### src/rtl/iod_dly_train_ctrl_pkg.sv
// iod_dly_train_ctrl_pkg: shared FSM state encoding and delay-line move timing
package iod_dly_train_ctrl_pkg;
  typedef enum logic [3:0] {
    S_IDLE, S_LOAD, S_CLEAR, S_SETTLE, S_EVAL, S_STEP, S_CENTER, S_DONE, S_FAIL
  } state_t;
  localparam int MOVE_GAP = 2;
endpackage

### src/rtl/iod_dly_pulse_seq.sv
// iod_dly_pulse_seq: one MOVE pulse per request, direction set up a cycle early, then a MOVE_GAP quiet window
module iod_dly_pulse_seq
  import iod_dly_train_ctrl_pkg::*;
(
  input  logic clk,
  input  logic rst,
  input  logic req,
  input  logic dir,
  output logic move,
  output logic direction,
  output logic done
);
  logic [2:0] cnt;
  always_ff @(posedge clk)
    if (rst) begin
      cnt <= '0;
      move <= 1'b0;
      direction <= 1'b0;
      done <= 1'b0;
    end else begin
      move <= cnt == 3'd1;
      done <= cnt == 3'(MOVE_GAP + 1);
      if (cnt == '0) begin
        if (req) begin
          cnt <= 3'd1;
          direction <= dir;
        end
      end else cnt <= cnt == 3'(MOVE_GAP + 1) ? '0 : cnt + 3'd1;
    end
endmodule

### src/rtl/iod_dly_train_ctrl.sv
// iod_dly_train_ctrl: sweeps IOD delay taps, finds the passing eye and parks the delay at its center
module iod_dly_train_ctrl
  import iod_dly_train_ctrl_pkg::*;
#(
  parameter int SETTLE_CYC = 8,
  parameter int MAX_TAPS = 128,
  parameter int MIN_WIDTH = 4
) (
  input  logic       fab_clk,
  input  logic       sync_rst,
  input  logic       start,
  input  logic       eye_monitor_early,
  input  logic       eye_monitor_late,
  input  logic       delay_line_out_of_range,
  output logic       delay_line_load,
  output logic       delay_line_move,
  output logic       delay_line_direction,
  output logic       eye_monitor_clear_flags,
  output logic       busy,
  output logic       done,
  output logic       fail,
  output logic [7:0] tap_pos,
  output logic [7:0] eye_left,
  output logic [8:0] eye_width
);
  state_t state;
  logic bad, oor_hit, seq_req, seq_done, pend, good, first, last;
  logic [7:0] scnt, center, ctr_n;
  logic [8:0] w_n;
  assign good = !(bad || oor_hit || delay_line_out_of_range);
  assign first = good && eye_width == '0;
  assign w_n = good ? eye_width + 9'd1 : eye_width;
  assign last = (!good && eye_width != '0) || tap_pos == 8'(MAX_TAPS - 1) || oor_hit || delay_line_out_of_range;
  assign ctr_n = (first ? tap_pos : eye_left) + 8'((w_n - 9'd1) >> 1);
  assign delay_line_load = state == S_LOAD;
  assign eye_monitor_clear_flags = state == S_CLEAR;
  assign busy = !(state inside {S_IDLE, S_DONE, S_FAIL});
  iod_dly_pulse_seq u_seq (
    .clk(fab_clk),
    .rst(sync_rst),
    .req(seq_req),
    .dir(state == S_STEP),
    .move(delay_line_move),
    .direction(delay_line_direction),
    .done(seq_done)
  );
  always_ff @(posedge fab_clk)
    if (sync_rst) begin
      state <= S_IDLE;
      done <= 1'b0;
      fail <= 1'b0;
      tap_pos <= '0;
      eye_left <= '0;
      eye_width <= '0;
      bad <= 1'b0;
      oor_hit <= 1'b0;
      scnt <= '0;
      center <= '0;
      seq_req <= 1'b0;
      pend <= 1'b0;
    end else begin
      seq_req <= 1'b0;
      case (state)
        S_IDLE: if (start) begin
          state <= S_LOAD;
          done <= 1'b0;
          fail <= 1'b0;
        end
        S_LOAD: begin
          tap_pos <= '0;
          eye_width <= '0;
          pend <= 1'b0;
          state <= S_CLEAR;
        end
        S_CLEAR: begin
          bad <= 1'b0;
          oor_hit <= 1'b0;
          scnt <= '0;
          state <= S_SETTLE;
        end
        S_SETTLE: begin
          bad <= bad | eye_monitor_early | eye_monitor_late;
          oor_hit <= oor_hit | delay_line_out_of_range;
          scnt <= scnt + 8'd1;
          if (scnt == 8'(SETTLE_CYC - 1)) state <= S_EVAL;
        end
        S_EVAL: begin
          eye_width <= w_n;
          center <= ctr_n;
          if (first) eye_left <= tap_pos;
          if (!last) begin
            state <= S_STEP;
            seq_req <= 1'b1;
            tap_pos <= tap_pos + 8'd1;
          end else if (w_n < 9'(MIN_WIDTH)) begin
            state <= S_FAIL;
            fail <= 1'b1;
          end else state <= S_CENTER;
        end
        S_STEP: if (seq_done) state <= S_CLEAR;
        // each centering move is issued only once the previous one's gap has elapsed
        S_CENTER: if (delay_line_out_of_range) begin
          state <= S_FAIL;
          fail <= 1'b1;
        end else if (pend) pend <= !seq_done;
        else if (tap_pos == center) begin
          state <= S_DONE;
          done <= 1'b1;
        end else begin
          seq_req <= 1'b1;
          pend <= 1'b1;
          tap_pos <= tap_pos - 8'd1;
        end
        default: state <= S_IDLE;
      endcase
    end
endmodule

### config.mk
export PLATFORM = sky130hd
export DESIGN_NAME = iod_dly_train_ctrl
export DESIGN_NICKNAME = d
export VERILOG_FILES = /design/src/rtl/iod_dly_train_ctrl_pkg.sv /design/src/rtl/iod_dly_pulse_seq.sv /design/src/rtl/iod_dly_train_ctrl.sv
export SDC_FILE = /design/constraint.sdc
export NUM_CORES = 1
export LEC_CHECK = 0
export ABC_AREA = 1
export BUFFER_PORTS_ARGS = -buffer_cell sky130_fd_sc_hd__buf_2
export CORE_MARGIN = 10
export CORE_UTILIZATION = 44
export CTS_CLUSTER_DIAMETER = 50
export DETAILED_ROUTE_END_ITERATION = 8
export SLEW_MARGIN = 25
export SYNTH_ARGS = -nofsm -noshare
export SYNTH_HDL_FRONTEND = slang
export SYNTH_HIERARCHICAL = 1
export SYNTH_SLANG_ARGS = --single-unit
### constraint.sdc
create_clock -name fab_clk -period 3.2 [get_ports fab_clk]
set_clock_uncertainty 0.05 [all_clocks]
set_input_delay 0 -clock fab_clk [delete_from_list [all_inputs] [get_ports fab_clk]]
set_output_delay 0 -clock fab_clk [all_outputs]
set_load 0.01 [all_outputs]
# After elaboration in Yosys (flattened, before gate mapping)
# Cells that the tools add are included.
[classes] mux=40 n_bitwise=3 order_cmp=1 n_reduce_logical=27 n_eq_ne=27 addsub=7
[op_table] operator="8-bit two-way mux" count=5
[op_table] operator="4-bit two-way mux" count=8
[op_table] operator="4-bit case mux with 7 select lines" count=1
[op_table] operator="2-bit != test, second input constant" count=12
[op_table] operator="8-bit case mux with 3 select lines" count=1
[op_table] operator="5-bit AND reduction" count=4
[op_table] operator="9-bit case mux with 2 select lines" count=1
[op_table] operator="8-bit by 1-bit adder with 8-bit output, second input constant" count=2
[op_table] operator="4-bit by 3-bit == test with 1-bit output, second input constant" count=4
[op_table] operator="8-bit case mux with 2 select lines" count=1
[op_table] operator="1-bit two-way mux" count=13
[op_table] operator="1-bit case mux with 2 select lines" count=5
[op_table] operator="9-bit by 1-bit adder with 9-bit output, second input constant" count=1
[op_table] operator="9-bit zero test" count=1
[op_table] operator="9-bit by 3-bit < comparator with 1-bit output, second input constant" count=1
[op_table] operator="3-bit two-way mux" count=3
[op_table] operator="9-bit two-way mux" count=1
[op_table] operator="3-bit nonzero test" count=3
[op_table] operator="9-bit nonzero test" count=1
[op_table] operator="9-bit by 1-bit subtractor with 9-bit output, second input constant" count=1
[op_table] operator="8-bit adder" count=1
[op_table] operator="4-bit by 2-bit == test with 1-bit output, second input constant" count=2
[op_table] operator="8-bit by 3-bit == test with 1-bit output, second input constant" count=1
[op_table] operator="8-bit by 7-bit == test with 1-bit output, second input constant" count=1
[op_table] operator="17 further kinds" count=31
[totals] wordCells=121 regBits=57 input_bits=6

# Depth between registers and ports, before layout
# Gate-level depths: netlist of run 1.
[depth] ltp_word=8 ltp_mapped=20 depth_no_buf=20

# Modules after synthesis
# The synthesis of run 1 kept the hierarchy.
[by_module_without_submodules] module="iod_dly_train_ctrl" area_per_inst_um2=3537.1 instances=1 seq_area_each_um2=1021.0 cells_per_inst=545
[by_module_without_submodules] module="iod_dly_pulse_seq" area_per_inst_um2=269.0 instances=1 seq_area_each_um2=120.1 cells_per_inst=37

# Worst setup path before layout of run 1
# OpenSTA, ideal clock, no wires.
[synth_timing] kind="flip-flop to flip-flop" start="reg eye_width[0]" end="reg center[6]" t_required_ns=3.033 stages_incl_launch_ff=17 arrival_time_ns=2.693 path_slack_ns=0.340 cell_sequence="dfxtp_1 inv_1 ha_1 o21ai_0 ha_1 inv_1 ha_1 inv_1 fa_1 o21ai_0 nand2_1 nand2_1 a21oi_1 nand2_1 nand2_1 o221ai_1 inv_1"
[synth_via] elab_chain_len=4 word_cells_on_any_way=7
[synth_rtl] item="from (decl)" line="iod_dly_train_ctrl.sv:24" text="output logic [8:0] eye_width"
[synth_rtl] item="from (signal assigned)" line="iod_dly_train_ctrl.sv:88" text="eye_width <= w_n;"
[synth_rtl] item="9-bit by 1-bit adder with 9-bit output / 9-bit zero test (equally long branches)" line="iod_dly_train_ctrl.sv:32, iod_dly_train_ctrl.sv:31"
[synth_rtl] item="9-bit two-way mux / 1-bit logical AND (equally long branches)" line="iod_dly_train_ctrl.sv:32, iod_dly_train_ctrl.sv:31"
[synth_rtl] item="9-bit by 1-bit subtractor with 9-bit output / 8-bit two-way mux (equally long branches)"
[synth_rtl] item="8-bit adder (*)" line="iod_dly_train_ctrl.sv:34" text="assign ctr_n = (first ? tap_pos : eye_left) + 8'((w_n - 9'd1) >> 1);"
[synth_rtl] item="to (signal assigned)" line="iod_dly_train_ctrl.sv:89" text="center <= ctr_n;"
[synth_rtl] item="to (decl)" line="iod_dly_train_ctrl.sv:28" text="logic [7:0] scnt, center, ctr_n;"
# Every way passes the cells marked *; elsewhere a longest branch is shown, timed or not.
# A chain may end at the register's enable or synchronous reset.

# Worst setup path in the final report of run 1
[layout_timing] start="reg eye_width[0]" end="reg center[5]"
# The elaborated chain is that of the path after synthesis.

==> run_results.csv, run 1 <==
group,metric,value,unit
synthesis,yosysSeqAreaShare,0.2998,
layout,drive_gt1_frac,0.1517,
grt,grt_max_degree,26,
cts,cts_buffer_depth,2,
synthesis,synth-edff-count,0,
critical_path,crit_buf_inv,3,
pwr,p_int,1.455,mW
sta,worst_slew_pin_slew,742.1,ps
layout,antennaDiodeCount,0,
die,die_h,113.0,um
sta,max_slew_margin,0.5048,
sta,fin_crit_sh,0.9003,
sta,fin_setup_tns,0,ps
cts,cts-root-buf,"clkbuf_8",
die,start_util,0.4586,
critical_path,slowest_delay,370,ps
pwr,seqPwrFrac,0.355,
pwr,ir_worst_vdd,0.0002339,V
synthesis,async_flop_share,0,
cts,numCtsBuffers,9,
flow_run,maxCapViolations,0,
routing,routed_wl,10.15,mm
critical_path,end_kind,"flop",
synthesis,ys_seq_elements,57,
die,die_area,0.01277,mm^2
pwr,leakage,2.228,nW
critical_path,required,3400,ps
placed_design,dpl.hpwl,7.606,mm
routing,drt_iter0_markers,201,
pwr,p_switching,769.9,uW
placed_design,place.gp.congestion,0.8925,
grt,grtUsageTotal,0.1597,
layout,nets,657,
die,coreArea,0.008299,mm^2
cts,htreeDepth,3,
cts,cts_setup_buffers,0,
layout,layoutNonFillerInstCount,738,
synthesis,syn_inst,582,
critical_path,critPathKind,"reg2reg",
synthesis,ys.warnings.count,6,
cts,path_clk_slew,80,ps
routing,wl_per_cell,13.75,um
cts,cts_tree,"built",
critical_path,cp_slowest_cell,"dfxtp_2",
critical_path,path_cells,"inv_1 -> ha_1 -> nand2_1 -> nor2_1 -> nand3_2 -> clkinvlp_4 -> o21ai_0 -> ha_1 -> a21oi_1 -> nand2_1 -> a21oi_1 -> o21ai_0 -> xor2_1 -> o21ai_0 -> inv_1",
cts,cts_sinks,57,
routing,drc,0,
sta,hold_viol,0,
grt,grt_pass1_vias,3491,
sta,period_minus_slack,2881,ps
sta,rsz0062_at_grt,"false",
cts,clk_latency,350,ps
grt,grt-ovfl-total,0,
pwr,switching_share,0.3461,
grt,antenna_found_initial,0,
synthesis,syn_area_per_cell,6.540,um^2
pwr,p_clk_frac,0.358,
synthesis,synth.distinct_cells,41,
routing,via_count,3747,
sta,setup_viol,0,
placed_design,port_buffers,37,
pwr,combPwrFrac,0.287,
die,die_x,113.0,um
pwr,p_per_area,508.4,mW/mm^2
synthesis,synth_flop_cell,"dfxtp_1",
layout,syn2layout_area_growth,14.96,%
layout,utilization,0.5272,
sta,slew_violations,0,
grt,grt_first_pass_wirelength,16.95,mm
die,io_pins,38,
synthesis,syn_area,0.003806,mm^2
critical_path,crit_fanout,9,
placed_design,place_inst,721,
layout,fillers,860,
routing,firstDrtPassIters,4,
synthesis,syn-num-nets,611,
sta,fmax,0.3471,GHz
critical_path,crit_family,"compound AO/OA/AOI/OAI gates",
die,rows,33,
sta,whs,42.44,ps
routing,drt.antenna.violating_nets,0,
critical_path,cpMostUsedCell,"o21ai_0",
critical_path,setup.worst_path.start_class,"flop",
worst_hold_path,hold_path_class,"in2reg",
critical_path,arrival,3080,ps
status,status,"completed",
routing,routed_via_density,5.077,
==> final timing paths <==
kind / start / endpoint / slack (ps) / cells after the start
worst min-delay path: sync_rst / state[0] / 40 / 2
worst min register to register: done / done / 410 / 2
worst max register to register: eye_width[0] / center[5] / 320 / 15
worst max-delay path: eye_width[0] / center[5] / 320 / 15
==> flip-flops by register name, indices dropped and copies added, names as in the netlist <==
name,flops
u_seq/move,1
bad,1
done,1
oor_hit,1
state,4
center,8
u_seq/cnt,3
seq_req,1
fail,1
u_seq/done,1
eye_width,9
u_seq/direction,1
pend,1
tap_pos,8
scnt,8
eye_left,8
==> cell type report <==
cell class              instances  area (um^2)  area share
well taps                     105        131.4     0.03003
clock inverters                 5        77.57     0.01773
clock buffers                  11        151.4     0.03460
multi-input cells             428         2295      0.5244
repair buffers                 45        247.7     0.05662
flip-flops and latches         57         1142      0.2611
inverters                      87        330.3     0.07549
==> cells in the final DEF, fill, tap and decap left out, drive strengths merged, types with 14 or more instances in the layout <==
| cell | Yosys | routed |
|---|---|---|
| nand3 | 36 | 36 |
| nand2 | 158 | 158 |
| nor2 | 62 | 62 |
| buf | 5 | 44 |
| inv | 87 | 86 |
| o21ai | 38 | 38 |
| a21oi | 50 | 50 |
| xor2 | 14 | 14 |
| ha | 21 | 21 |
| dfxtp | 57 | 57 |
==> through the flow <==
step | setup WS, ps | instance area, um^2 | total power [mW]
3_3_place_gp | 243.9 | 4118 | 1.423
4_1_cts | 127.7 | 4357 | 2.232
5_1_grt | 4.858 | 4375 | 2.374
2_1_floorplan | 340.2 | 3806 | 1.266
6_report | 319.1 | 4375 | 2.225
3_5_place_dp | 134.1 | 4118 | 1.432
==> power by group through the flow <==
| stage | clock (mW) | combinational, mW | sequential, mW |
|---|---|---|---|
| 6_report | 0.796 | 0.639 | 0.790 |
| 5_1_grt | 0.845 | 0.733 | 0.796 |
| 4_1_cts | 0.810 | 0.632 | 0.790 |
| 3_5_place_dp | 0 | 0.626 | 0.806 |
| 3_3_place_gp | 0 | 0.620 | 0.804 |
| 2_1_floorplan | 0 | 0.461 | 0.805 |
==> layer usage <==
layer  routed length [um]  vias to the layer above  GRT usage  part of all wire
li1                     -                     1970          -                 -
met1                 4624                     1700     0.1992              0.46
met2                 4924                       65     0.2646              0.49
met3                  462                       12    0.03751             0.046
met4                  135                        0    0.05076             0.013
met5                    0                        -          0                 0
==> repair_timing <==
item / 4_1_cts / 5_1_grt
resized for setup: 0 / 8
setup endpoints to repair: 0 / 3
hold buffers: 1 / 0
endpoints found under the hold margin: 1 / 0
==> cells by family after synthesis <==
group / after synthesis / share of synthesized area
fa+ha+maj: 23 / 0.07955
simple gates: 282 / 0.3271
buf+inv: 97 / 0.1009
xor+xnor: 19 / 0.04372
compound gates: 104 / 0.1489
flops: 57 / 0.2998
==> synthesized netlist by cell type (3+ instances only) <==
| library cell | count | share of area |
|---|---|---|
| nand2_1 | 150 | 0.15 |
| inv_1 | 84 | 0.083 |
| dfxtp_1 | 57 | 0.30 |
| nor2_1 | 53 | 0.052 |
| a21oi_1 | 50 | 0.066 |
| o21ai_0 | 36 | 0.047 |
| nand3_1 | 32 | 0.042 |
| ha_1 | 21 | 0.069 |
| xor2_1 | 14 | 0.032 |
| nor3_1 | 10 | 0.013 |
| nand2_2 | 8 | 0.013 |
| or2_2 | 7 | 0.012 |
| clkbuf_1 | 5 | 0.0049 |
| nand4_1 | 5 | 0.0082 |
| nor2_2 | 5 | 0.0082 |
| xnor2_1 | 5 | 0.012 |
| nand3_2 | 4 | 0.011 |
| nor2_4 | 4 | 0.012 |
| a211oi_1 | 3 | 0.0059 |
| inv_2 | 3 | 0.0030 |
(Power assumes the default switching activity.)
==> run 2, diff against run 1 <==
--- a/config.mk
+++ b/config.mk
@@ -13,3 +13,2 @@
 export DETAILED_ROUTE_END_ITERATION = 8
-export SLEW_MARGIN = 25
 export SYNTH_ARGS = -nofsm -noshare
==> constraint.sdc (replaced) <==
create_clock -name fab_clk -period 3.2 [get_ports fab_clk]
set_clock_uncertainty 0.05 [all_clocks]
set_input_delay 0.48 -clock fab_clk [delete_from_list [all_inputs] [get_ports fab_clk]]
set_output_delay 0.48 -clock fab_clk [all_outputs]
set_load 0.01 [all_outputs]
==> run 2 against run 1 <==
  * Die area stayed put
  * Core utilization hardly changed
  * Wire length fell by 2.0%
  * First-iteration DRC count is 3.0% lower
  * Global-route usage down 0.14 points
  * Register-to-register slack worse by 90 ps
  * Critical endpoint is now center[7]
==> run_results.csv, run 2 (synthesis results as in run 1) <==
group,metric,value,unit
routing,routed_via_density,5.046,
layout,final_cell_mix,"nand2_1, inv_1, dfxtp_1, nor2_1, a21oi_1",
grt,grt_first_pass_wirelength,16.79,mm
cts,cts_buffer_depth,2,
cts,cts_sinks,57,
critical_path,slowest_delay,410,ps
layout,nets,656,
grt,grtUsageMet3,0.03592,
die,die_h,113.0,um
sta,max_slew_margin,0.5213,
layout,max_flop_register,"eye_width",
critical_path,crit_fanout,5,
status,status,"completed",
cts,numCtsBuffers,9,
sta,hold_viol,0,
pwr,ir_worst_vdd,0.0002227,V
sta,fin_setup_tns,0,ps
critical_path,cp_slowest_cell,"dfxtp_1",
layout,multi_input_area,0.002308,mm^2
placed_design,place.gp.congestion,0.8584,
cts,clk_latency,350,ps
sta,fin_crit_sh,0.9296,
routing,wl_per_cell,13.49,um
grt,grt-ovfl-total,0,
die,io_pins,38,
routing,drt.antenna.violating_nets,0,
routing,drt_iter0_markers,195,
routing,routed_wl,9.942,mm
sta,slew_violations,0,
pwr,p_per_area,506.5,mW/mm^2
cts,cts_resized,0,
routing,drc,0,
critical_path,required,3400,ps
sta,fmax,0.3362,GHz
die,coreArea,0.008299,mm^2
grt,grt_pass1_vias,3460,
worst_hold_path,hold_path_class,"reg2reg",
grt,grt.busiest_layer,"met2",
critical_path,crit_buf_inv,4,
pwr,leakage,2.230,nW
die,die_x,113.0,um
layout,final_common_cell,"nand2_1",
critical_path,setup.worst_path.start_class,"flop",
cts,path_clk_slew,70,ps
cts,cts_setup_buffers,0,
layout,largest_register_ff_count,9,
cts,cts_tree,"built",
sta,worst_slew_pin_slew,717.3,ps
layout,antennaDiodeCount,0,
die,rows,33,
sta,period_minus_slack,2975,ps
grt,grt_util_met1,0.1978,
cts,postCtsHoldBufs,0,
critical_path,crit_family,"adder cells",
critical_path,critPathKind,"reg2reg",
layout,utilization,0.5271,
routing,firstDrtPassIters,5,
grt,grtUsageMet2,0.2604,
flow_run,maxCapViolations,0,
placed_design,port_buffers,37,
layout,fillers,825,
sta,whs,409.3,ps
layout,syn2layout_area_growth,14.92,%
die,start_util,0.4586,
sta,rsz0062_at_grt,"true",
cts,cts-root-buf,"clkbuf_8",
grt,grt_max_degree,27,
grt,grtUsageTotal,0.1583,
critical_path,arrival,3180,ps
layout,regArea,0.001141,mm^2
cts,htreeDepth,3,
die,die_area,0.01277,mm^2
placed_design,dpl.hpwl,7.655,mm
layout,drive_gt1_frac,0.1503,
routing,via_count,3719,
sta,setup_viol,0,
critical_path,end_kind,"flop",
grt,antenna_found_initial,0,
critical_path,path_cells,"inv_1 -> ha_1 -> o21ai_2 -> ha_1 -> inv_1 -> nor2_1 -> nand3_1 -> o21ai_0 -> nand2_1 -> ha_1 -> nand2_1 -> o21ai_0 -> a31oi_1 -> inv_1 -> nand2_1 -> nand3_1 -> nand2_1 -> inv_1",
[run 2: worst paths after layout]
check | start | endpoint | slack [ps] | cells after the start
hold reg to reg | u_seq/cnt[2] | u_seq/move | 410 | 1
setup reg to reg | eye_width[1] | center[7] | 230 | 18
hold / removal | u_seq/cnt[2] | u_seq/move | 410 | 1
setup / recovery | eye_width[1] | center[7] | 230 | 18
[run 2: final cells by class]
class	instances	area share
Clock buffer	11	0.03461
Clock inverter	5	0.01773
Inverter	87	0.07466
Multi-Input combinational cell	428	0.5277
Sequential cell	57	0.2609
Tap cell	105	0.03003
Timing Repair Buffer	44	0.05435
[run 2: per-stage QoR]
step | instances | area, um^2 | total power [mW] | worst slack [ps]
floorplan | 582 | 3806 | 1.266 | 340.2
global placement | 721 | 4118 | 1.415 | 98.14
detailed placement | 721 | 4118 | 1.428 | -58.58
CTS | 737 | 4347 | 2.231 | 106.1
global route | 737 | 4374 | 2.358 | -17.58
finish | 737 | 4374 | 2.216 | 225.3
[run 2: routing by layer]
| metal | vias up | part of all wire |
|---|---|---|
| met4 | 0 | 0.016 |
| li1 | 1960 | - |
| met1 | 1675 | 0.45 |
| met3 | 13 | 0.057 |
| met2 | 71 | 0.48 |
| met5 | - | 0 |
[run 2: power by group]
group          leakage [nW]  total [mW]  internal (mW)  switching, mW
Clock                 0.115       0.796          0.478          0.318
Sequential            0.461       0.789          0.756         0.0324
Combinational          1.65       0.630          0.218          0.412
Total                  2.23        2.22           1.45          0.763
[run 2: worst register-to-register path, delay by kind of cell (launching register included)]
family	cells	cell delay, ps
AOI/OAI and AO/OA	4	650
adders and majority gates	3	830
buffers and inverters	4	260
DFF	1	410
and+or+nand+nor	7	690
